--- src/rtl/obi_wb_pkg.sv ---
// Shared types and constants for the OBI-to-Wishbone bridge.
package obi_wb_pkg;

  typedef enum logic [1:0] {
    StIdle,
    StBus,
    StResp
  } bridge_state_e;

  typedef enum logic {
    PortInstr,
    PortData
  } port_id_e;

  // Wide enough for any supported data width; users slice the low bits.
  localparam logic [63:0] BE_ALL_ONES = '1;

endpackage

--- src/rtl/obi_wb_bridge_if.sv ---
// Bundles the two OBI ports and the Wishbone master port of the bridge.
// master: the bridge itself; slave: the core/controller environment.
interface obi_wb_bridge_if #(
  parameter int unsigned ADDR_WIDTH = 32,
  parameter int unsigned DATA_WIDTH = 32
);

  logic                    instr_req_i;
  logic                    instr_gnt_o;
  logic [ADDR_WIDTH-1:0]   instr_addr_i;
  logic                    instr_rvalid_o;
  logic [DATA_WIDTH-1:0]   instr_rdata_o;
  logic                    instr_err_o;

  logic                    data_req_i;
  logic                    data_gnt_o;
  logic                    data_we_i;
  logic [DATA_WIDTH/8-1:0] data_be_i;
  logic [ADDR_WIDTH-1:0]   data_addr_i;
  logic [DATA_WIDTH-1:0]   data_wdata_i;
  logic                    data_rvalid_o;
  logic [DATA_WIDTH-1:0]   data_rdata_o;
  logic                    data_err_o;

  logic                    wb_cyc_o;
  logic                    wb_stb_o;
  logic                    wb_we_o;
  logic [DATA_WIDTH/8-1:0] wb_sel_o;
  logic [ADDR_WIDTH-1:0]   wb_addr_o;
  logic [DATA_WIDTH-1:0]   wb_data_o;
  logic [DATA_WIDTH-1:0]   wb_data_i;
  logic                    wb_ack_i;

  modport master (
    input  instr_req_i, instr_addr_i,
    output instr_gnt_o, instr_rvalid_o, instr_rdata_o, instr_err_o,
    input  data_req_i, data_we_i, data_be_i, data_addr_i, data_wdata_i,
    output data_gnt_o, data_rvalid_o, data_rdata_o, data_err_o,
    output wb_cyc_o, wb_stb_o, wb_we_o, wb_sel_o, wb_addr_o, wb_data_o,
    input  wb_data_i, wb_ack_i
  );

  modport slave (
    output instr_req_i, instr_addr_i,
    input  instr_gnt_o, instr_rvalid_o, instr_rdata_o, instr_err_o,
    output data_req_i, data_we_i, data_be_i, data_addr_i, data_wdata_i,
    input  data_gnt_o, data_rvalid_o, data_rdata_o, data_err_o,
    input  wb_cyc_o, wb_stb_o, wb_we_o, wb_sel_o, wb_addr_o, wb_data_o,
    output wb_data_i, wb_ack_i
  );

endinterface

--- src/rtl/rr_arbiter_2.sv ---
// Two-requester round-robin arbiter; grant is combinational, the pointer
// remembers the last winner so a simultaneous request goes to the other port.
module rr_arbiter_2
  import obi_wb_pkg::*;
(
  input  logic clk,
  input  logic rst,
  input  logic i_en,
  input  logic i_req_instr,
  input  logic i_req_data,
  output logic o_gnt_instr,
  output logic o_gnt_data
);

  port_id_e r_last;

  always_comb begin
    o_gnt_instr = 1'b0;
    o_gnt_data  = 1'b0;
    if (i_en) begin
      if (i_req_instr && i_req_data) begin
        if (r_last == PortData) o_gnt_instr = 1'b1;
        else                    o_gnt_data  = 1'b1;
      end else begin
        o_gnt_instr = i_req_instr;
        o_gnt_data  = i_req_data;
      end
    end
  end

  // Reset to data so the instruction port wins the first tie.
  always_ff @(posedge clk) begin
    if (rst)              r_last <= PortData;
    else if (o_gnt_instr) r_last <= PortInstr;
    else if (o_gnt_data)  r_last <= PortData;
  end

endmodule

--- src/rtl/obi_wb_bridge.sv ---
// Serialises the instruction and data OBI ports onto one Wishbone-classic
// master, one transfer at a time, with an optional bus-timeout watchdog.
module obi_wb_bridge
  import obi_wb_pkg::*;
#(
  parameter int unsigned ADDR_WIDTH     = 32,
  parameter int unsigned DATA_WIDTH     = 32,
  parameter int unsigned TIMEOUT_CYCLES = 255
) (
  input logic              clk,
  input logic              rst,
  obi_wb_bridge_if.master  bus
);

  localparam int unsigned BeW  = DATA_WIDTH / 8;
  localparam int unsigned CntW = (TIMEOUT_CYCLES > 0) ? $clog2(TIMEOUT_CYCLES + 1) : 1;
  localparam logic [CntW-1:0] TimeoutLast = CntW'(TIMEOUT_CYCLES - 1);

  bridge_state_e         r_state;
  port_id_e              r_owner;
  logic [CntW-1:0]       r_cnt;
  logic                  r_cyc;
  logic                  r_we;
  logic [BeW-1:0]        r_sel;
  logic [ADDR_WIDTH-1:0] r_addr;
  logic [DATA_WIDTH-1:0] r_wdata;
  logic                  r_instr_rvalid, r_instr_err;
  logic                  r_data_rvalid, r_data_err;
  logic [DATA_WIDTH-1:0] r_instr_rdata, r_data_rdata;

  logic                  w_idle, w_gnt_instr, w_gnt_data;
  logic                  w_timeout, w_resp, w_resp_err;
  logic [DATA_WIDTH-1:0] w_resp_rdata;

  assign w_idle = (r_state == StIdle);

  rr_arbiter_2 u_arb (
    .clk         (clk),
    .rst         (rst),
    .i_en        (w_idle),
    .i_req_instr (bus.instr_req_i),
    .i_req_data  (bus.data_req_i),
    .o_gnt_instr (w_gnt_instr),
    .o_gnt_data  (w_gnt_data)
  );

  // Counter holds the number of completed ack-less BUS cycles, so the abort
  // edge is the end of BUS cycle TIMEOUT_CYCLES; an ack in that cycle wins.
  always_comb begin
    w_timeout    = (TIMEOUT_CYCLES != 0) && (r_cnt == TimeoutLast);
    w_resp       = (r_state == StBus) && (bus.wb_ack_i || w_timeout);
    w_resp_err   = !bus.wb_ack_i;
    w_resp_rdata = (bus.wb_ack_i && !r_we) ? bus.wb_data_i : '0;
  end

  always_ff @(posedge clk) begin
    if (rst) begin
      r_state        <= StIdle;
      r_owner        <= PortInstr;
      r_cnt          <= '0;
      r_cyc          <= 1'b0;
      r_we           <= 1'b0;
      r_sel          <= '0;
      r_addr         <= '0;
      r_wdata        <= '0;
      r_instr_rvalid <= 1'b0;
      r_instr_err    <= 1'b0;
      r_instr_rdata  <= '0;
      r_data_rvalid  <= 1'b0;
      r_data_err     <= 1'b0;
      r_data_rdata   <= '0;
    end else begin
      r_instr_rvalid <= 1'b0;
      r_data_rvalid  <= 1'b0;
      unique case (r_state)
        StIdle: begin
          if (w_gnt_instr || w_gnt_data) begin
            r_owner <= w_gnt_instr ? PortInstr : PortData;
            r_addr  <= w_gnt_instr ? bus.instr_addr_i : bus.data_addr_i;
            r_we    <= w_gnt_data && bus.data_we_i;
            r_sel   <= w_gnt_instr ? BE_ALL_ONES[BeW-1:0] : bus.data_be_i;
            r_wdata <= w_gnt_instr ? '0 : bus.data_wdata_i;
            r_cnt   <= '0;
            r_cyc   <= 1'b1;
            r_state <= StBus;
          end
        end
        StBus: begin
          if (w_resp) begin
            r_cyc   <= 1'b0;
            r_state <= StResp;
            if (r_owner == PortInstr) begin
              r_instr_rvalid <= 1'b1;
              r_instr_rdata  <= w_resp_rdata;
              r_instr_err    <= w_resp_err;
            end else begin
              r_data_rvalid <= 1'b1;
              r_data_rdata  <= w_resp_rdata;
              r_data_err    <= w_resp_err;
            end
          end else if (TIMEOUT_CYCLES != 0) begin
            r_cnt <= r_cnt + CntW'(1);
          end
        end
        StResp:  r_state <= StIdle;
        default: r_state <= StIdle;
      endcase
    end
  end

  assign bus.instr_gnt_o    = w_gnt_instr;
  assign bus.instr_rvalid_o = r_instr_rvalid;
  assign bus.instr_rdata_o  = r_instr_rdata;
  assign bus.instr_err_o    = r_instr_err;
  assign bus.data_gnt_o     = w_gnt_data;
  assign bus.data_rvalid_o  = r_data_rvalid;
  assign bus.data_rdata_o   = r_data_rdata;
  assign bus.data_err_o     = r_data_err;
  assign bus.wb_cyc_o       = r_cyc;
  assign bus.wb_stb_o       = r_cyc;
  assign bus.wb_we_o        = r_we;
  assign bus.wb_sel_o       = r_sel;
  assign bus.wb_addr_o      = r_addr;
  assign bus.wb_data_o      = r_wdata;

endmodule

--- src/flat_wrapper.sv ---
// flat-port wrapper written by rule: the top's interface ports become plain ports
module obi_wb_bridge_flat import obi_wb_pkg::*;
#(
  parameter int unsigned ADDR_WIDTH     = 32,
  parameter int unsigned DATA_WIDTH     = 32,
  parameter int unsigned TIMEOUT_CYCLES = 255
)
  (clk, rst, bus_instr_req_i, bus_instr_addr_i, bus_instr_gnt_o, bus_instr_rvalid_o, bus_instr_rdata_o, bus_instr_err_o, bus_data_req_i, bus_data_we_i, bus_data_be_i, bus_data_addr_i, bus_data_wdata_i, bus_data_gnt_o, bus_data_rvalid_o, bus_data_rdata_o, bus_data_err_o, bus_wb_cyc_o, bus_wb_stb_o, bus_wb_we_o, bus_wb_sel_o, bus_wb_addr_o, bus_wb_data_o, bus_wb_data_i, bus_wb_ack_i);
  obi_wb_bridge_if #(.ADDR_WIDTH(ADDR_WIDTH), .DATA_WIDTH(DATA_WIDTH)) bus_i ();
  input logic clk;
  input logic rst;
  input wire logic [$bits(bus_i.instr_req_i)-1:0] bus_instr_req_i;
  input wire logic [$bits(bus_i.instr_addr_i)-1:0] bus_instr_addr_i;
  output wire logic [$bits(bus_i.instr_gnt_o)-1:0] bus_instr_gnt_o;
  output wire logic [$bits(bus_i.instr_rvalid_o)-1:0] bus_instr_rvalid_o;
  output wire logic [$bits(bus_i.instr_rdata_o)-1:0] bus_instr_rdata_o;
  output wire logic [$bits(bus_i.instr_err_o)-1:0] bus_instr_err_o;
  input wire logic [$bits(bus_i.data_req_i)-1:0] bus_data_req_i;
  input wire logic [$bits(bus_i.data_we_i)-1:0] bus_data_we_i;
  input wire logic [$bits(bus_i.data_be_i)-1:0] bus_data_be_i;
  input wire logic [$bits(bus_i.data_addr_i)-1:0] bus_data_addr_i;
  input wire logic [$bits(bus_i.data_wdata_i)-1:0] bus_data_wdata_i;
  output wire logic [$bits(bus_i.data_gnt_o)-1:0] bus_data_gnt_o;
  output wire logic [$bits(bus_i.data_rvalid_o)-1:0] bus_data_rvalid_o;
  output wire logic [$bits(bus_i.data_rdata_o)-1:0] bus_data_rdata_o;
  output wire logic [$bits(bus_i.data_err_o)-1:0] bus_data_err_o;
  output wire logic [$bits(bus_i.wb_cyc_o)-1:0] bus_wb_cyc_o;
  output wire logic [$bits(bus_i.wb_stb_o)-1:0] bus_wb_stb_o;
  output wire logic [$bits(bus_i.wb_we_o)-1:0] bus_wb_we_o;
  output wire logic [$bits(bus_i.wb_sel_o)-1:0] bus_wb_sel_o;
  output wire logic [$bits(bus_i.wb_addr_o)-1:0] bus_wb_addr_o;
  output wire logic [$bits(bus_i.wb_data_o)-1:0] bus_wb_data_o;
  input wire logic [$bits(bus_i.wb_data_i)-1:0] bus_wb_data_i;
  input wire logic [$bits(bus_i.wb_ack_i)-1:0] bus_wb_ack_i;
  assign bus_i.instr_req_i = bus_instr_req_i;
  assign bus_i.instr_addr_i = bus_instr_addr_i;
  assign bus_instr_gnt_o = bus_i.instr_gnt_o;
  assign bus_instr_rvalid_o = bus_i.instr_rvalid_o;
  assign bus_instr_rdata_o = bus_i.instr_rdata_o;
  assign bus_instr_err_o = bus_i.instr_err_o;
  assign bus_i.data_req_i = bus_data_req_i;
  assign bus_i.data_we_i = bus_data_we_i;
  assign bus_i.data_be_i = bus_data_be_i;
  assign bus_i.data_addr_i = bus_data_addr_i;
  assign bus_i.data_wdata_i = bus_data_wdata_i;
  assign bus_data_gnt_o = bus_i.data_gnt_o;
  assign bus_data_rvalid_o = bus_i.data_rvalid_o;
  assign bus_data_rdata_o = bus_i.data_rdata_o;
  assign bus_data_err_o = bus_i.data_err_o;
  assign bus_wb_cyc_o = bus_i.wb_cyc_o;
  assign bus_wb_stb_o = bus_i.wb_stb_o;
  assign bus_wb_we_o = bus_i.wb_we_o;
  assign bus_wb_sel_o = bus_i.wb_sel_o;
  assign bus_wb_addr_o = bus_i.wb_addr_o;
  assign bus_wb_data_o = bus_i.wb_data_o;
  assign bus_i.wb_data_i = bus_wb_data_i;
  assign bus_i.wb_ack_i = bus_wb_ack_i;
  obi_wb_bridge #(.ADDR_WIDTH(ADDR_WIDTH), .DATA_WIDTH(DATA_WIDTH), .TIMEOUT_CYCLES(TIMEOUT_CYCLES)) u_core (.clk(clk), .rst(rst), .bus(bus_i));
endmodule
--- config.mk ---
export PLATFORM = sky130hd
export DESIGN_NAME = obi_wb_bridge_flat
export DESIGN_NICKNAME = d
export VERILOG_FILES = /design/src/rtl/obi_wb_pkg.sv /design/src/rtl/obi_wb_bridge_if.sv /design/src/rtl/rr_arbiter_2.sv /design/src/rtl/obi_wb_bridge.sv /design/src/flat_wrapper.sv
export SDC_FILE = /design/constraint.sdc
export NUM_CORES = 1
export LEC_CHECK = 0
export CAP_MARGIN = 40
export CORE_MARGIN = 3
export CORE_UTILIZATION = 44
export CTS_BUF_LIST = sky130_fd_sc_hd__clkbuf_4 sky130_fd_sc_hd__clkbuf_8
export CTS_CLUSTER_DIAMETER = 60
export DETAILED_ROUTE_END_ITERATION = 10
export GPL_TIMING_DRIVEN = 0
export PLACE_DENSITY = 0.92
export SYNTH_ARGS = -nofsm -noshare
export SYNTH_HDL_FRONTEND = slang
export SYNTH_SLANG_ARGS = --single-unit
--- constraint.sdc ---
create_clock -name clk -period 4.1 [get_ports clk]
set_clock_uncertainty 0.15 [all_clocks]
set_input_delay 0.82 -clock clk [delete_from_list [all_inputs] [get_ports clk]]
set_output_delay 0.82 -clock clk [all_outputs]
set_load 0.01 [all_outputs]
==> results of run 1 <==
kinds of logic (layout without fill, tap and decap cells):
group,after synthesis,in the layout,synth area share (%)
AO/OA/AOI/OAI,158,158,24.1
flip-flops,150,150,54.9
AND/OR/NAND/NOR,121,121,10.2
buffers and inverters,53,360,4.50
multiplexers,32,32,5.85
adder cells (fa/ha/maj),2,2,0.457
cells in the final DEF, fill, tap and decap left out, drive strengths merged, types with 2 or more instances in the layout:
cell type	synthesis	layout
nand3	12	12
clkdlybuf4s50	0	277
a21oi	8	8
inv	3	3
mux2i	32	32
a211oi	33	33
a31oi	5	5
nand2	3	3
nor2b	2	2
clkinv	0	3
dfxtp	150	150
nand3b	2	2
clkinvlp	0	2
a22oi	33	33
nor3	7	7
a32o	64	64
bufinv	0	3
buf	23	23
or4	4	4
ha	2	2
nor3b	2	2
nor2	80	80
o21ai	4	4
nand2b	4	4
o211ai	3	3
clkbuf	27	49
sequential cells by signal (all words and copies together), names as in the netlist, 2 cells and up:
| signal | cells |
|---|---|
| u_core.bus.data_rdata_o | 32 |
| u_core.bus.instr_rdata_o | 32 |
| u_core.bus.wb_addr_o | 32 |
| u_core.bus.wb_data_o | 32 |
| u_core.r_cnt | 8 |
| u_core.bus.wb_sel_o | 4 |
| u_core.r_state | 2 |
path summary, 6_finish.rpt:
path	from	end	slack [ns]	depth (start not counted)
hold / removal	u_core.bus.instr_rdata_o[19]$_SDFFE_PP0P_	u_core.bus.instr_rdata_o[19]$_SDFFE_PP0P_	0.32	1
hold reg to reg	u_core.bus.instr_rdata_o[19]$_SDFFE_PP0P_	u_core.bus.instr_rdata_o[19]$_SDFFE_PP0P_	0.32	1
setup / recovery	bus_data_req_i	bus_data_gnt_o	0.27	6
setup reg to reg	u_core.r_cnt[0]$_SDFFE_PP0P_	u_core.bus.data_rdata_o[21]$_SDFFE_PP0P_	1.93	7
power groups by stage:
stage	combinational [uW]	clock (uW)	sequential (uW)
after floorplan	249	0	1650
after global placement	643	0	1610
after global routing	717	1260	1590
after CTS	671	1190	1590
final	671	1180	1590
after detailed placement	665	0	1620
metrics by stage:
stage	power (uW)	cell area, sq um	cells	hold slack [ns]
4_1_cts	3450	8870	991	0.323
2_1_floorplan	1900	5470	516	0.324
6_report	3440	8870	991	0.320
3_5_place_dp	2280	8450	961	0.306
5_1_grt	3570	8870	991	0.338
3_3_place_gp	2260	8450	961	0.298
area by class of cell:
type	instances	area, sq um
fillers	823	3190
flip-flops and latches	150	3000
repair buffers	277	2770
multi-input cells	313	2220
clock buffers	22	290
plain buffers	50	235
well taps	168	210
clock inverters	8	124
inverters	3	11.3
routing by layer:
metal,part of all wire [%],vias to the layer above,global-route usage [%]
met1,40,2697,30.8
li1,-,2556,-
met2,51,280,47.1
met3,7.3,33,7.50
met4,1.9,0,8.13
met5,0,-,0
==> results_dict.tcl, run 1 <==
set metrics [dict create \
    cts_resized 0 \
    p_per_area_nw_per_um2 387 \
    ant_nets 0 \
    power.leakage_uw 0.00332 \
    finalWirelength_mm 18.7 \
    seq_power_share_pct 46.2 \
    vias 5566 \
    root_buffer "clkbuf_8" \
    path_cells "clkdlybuf4s50_1 > or3b_1 > a21o_1 > inv_2 > buf_6 > clkdlybuf4s50_1" \
    synth_most_common_cell "dfxtp_1" \
    p_switching_uw 880 \
    post_cts_buffers 0 \
    cp-end-kind "primary output" \
    design.core.area_sq_um 12100 \
    drtIter0Drc 486 \
    report.final.hold_viol_count 0 \
    comb_power_share_pct 19.5 \
    grt_pass1_wl_mm 29.7 \
    tightest_slew_ns 0.633 \
    synth_area_leader_cell "dfxtp_1" \
    ys_types 43 \
    viasPerCell 5.62 \
    path_clk_slew_ns 0.08 \
    insertion_delay_ns 0.43 \
    holdBufCountCts 0 \
    clkPwrFrac_pct 34.3 \
    cp.buffers_inverters 4 \
    grt_setup_unrepaired "false" \
    synth_seq_cells 150 \
    slowest_stage "clkdlybuf4s50_1" \
    die_h_microns 118 \
    maxCapViolCount 0 \
    clock_sinks 150 \
    ys_seq_area_share_pct 54.9 \
    cts_buffers 17 \
    diodes 0 \
    avgSynthCellArea_sq_um 10.6 \
    preCtsSetupSlack_ns 0.273 \
    ir_drop_mv 0.270 \
    async_flop_share_pct 0 \
    yosysWarnings 0 \
    grt_antenna_before_repair 0 \
    htreeDepth 4 \
    place_hpwl_mm 13.9 \
    port_buffers 277 \
    p_int_uw 2560 \
    synth_ff_type "dfxtp_1" \
    io_pins 279 \
    start_util_pct 45.4 \
    switching_share_pct 25.6 \
    grt_pass1_vias 5617 \
    slew_violations 0 \
    syn_to_final_growth_pct 62.1 \
    setup_tns_ns 0 \
    cpMostUsedCell "clkdlybuf4s50_1" \
    worstSetupPathType "input port to primary output" \
    gp_congestion 0.896 \
    status "finished clean" \
    cp.required_ns 3.13 \
    max_freq_mhz 261 \
    setup_viol 0 \
    synthCells 516 \
    synth_commonest_cells "dfxtp_1 (150), nor2_1 (80), a32o_1 (64)" \
    grt.overflow.total 0 \
    cp.arrival_ns 2.86 \
    finalCritPeriodShare_pct 93.4 \
    relSlewSlack_pct 57.5 \
    grt_max_degree 17 \
    slowest_delay_ns 0.55 \
    synth_edf_count 0 \
    cp_max_fo 10 \
    avgRoutedWirePerCell_microns 18.8 \
    fp.dieArea_sq_um 13800 \
    crit_family "buffers and inverters" \
    cp-start-kind "input port" \
    finish.utilization_pct 73.5 \
    mappedNetlistArea_sq_um 5470 \
    die_w_microns 118 \
    ctsLongestPathBuffers 2 \
    synth_top_area_share_pct 54.9 \
    drc 0 \
    fin_ws_ns 0.272 \
    nets 952 \
    dr.pass1.iters 5 \
    cts_tree "done" \
    grt_use_total_pct 26.4 \
    syn-num-nets 656 \
    synthTopCellsByArea "dfxtp_1 (55%), a32o_1 (12%), mux2i_1 (5.9%)" \
    min_period_ns 3.83 \
    row_count 40 \
    hp-class "flop to flop" \
    drive_gt1_share_pct 7.05 \
]
(Power assumes the default switching activity.)
==> inputs of run 2 (changes only) <==
--- a/config.mk
+++ b/config.mk
@@ -10,6 +10,7 @@
 export CORE_UTILIZATION = 44
 export CTS_BUF_LIST = sky130_fd_sc_hd__clkbuf_4 sky130_fd_sc_hd__clkbuf_8
 export CTS_CLUSTER_DIAMETER = 60
+export CTS_CLUSTER_SIZE = 16
 export DETAILED_ROUTE_END_ITERATION = 10
 export GPL_TIMING_DRIVEN = 0
 export PLACE_DENSITY = 0.92
==> results of run 2 <==
The final DEF is identical to that of run 1; final timing and power are the same.
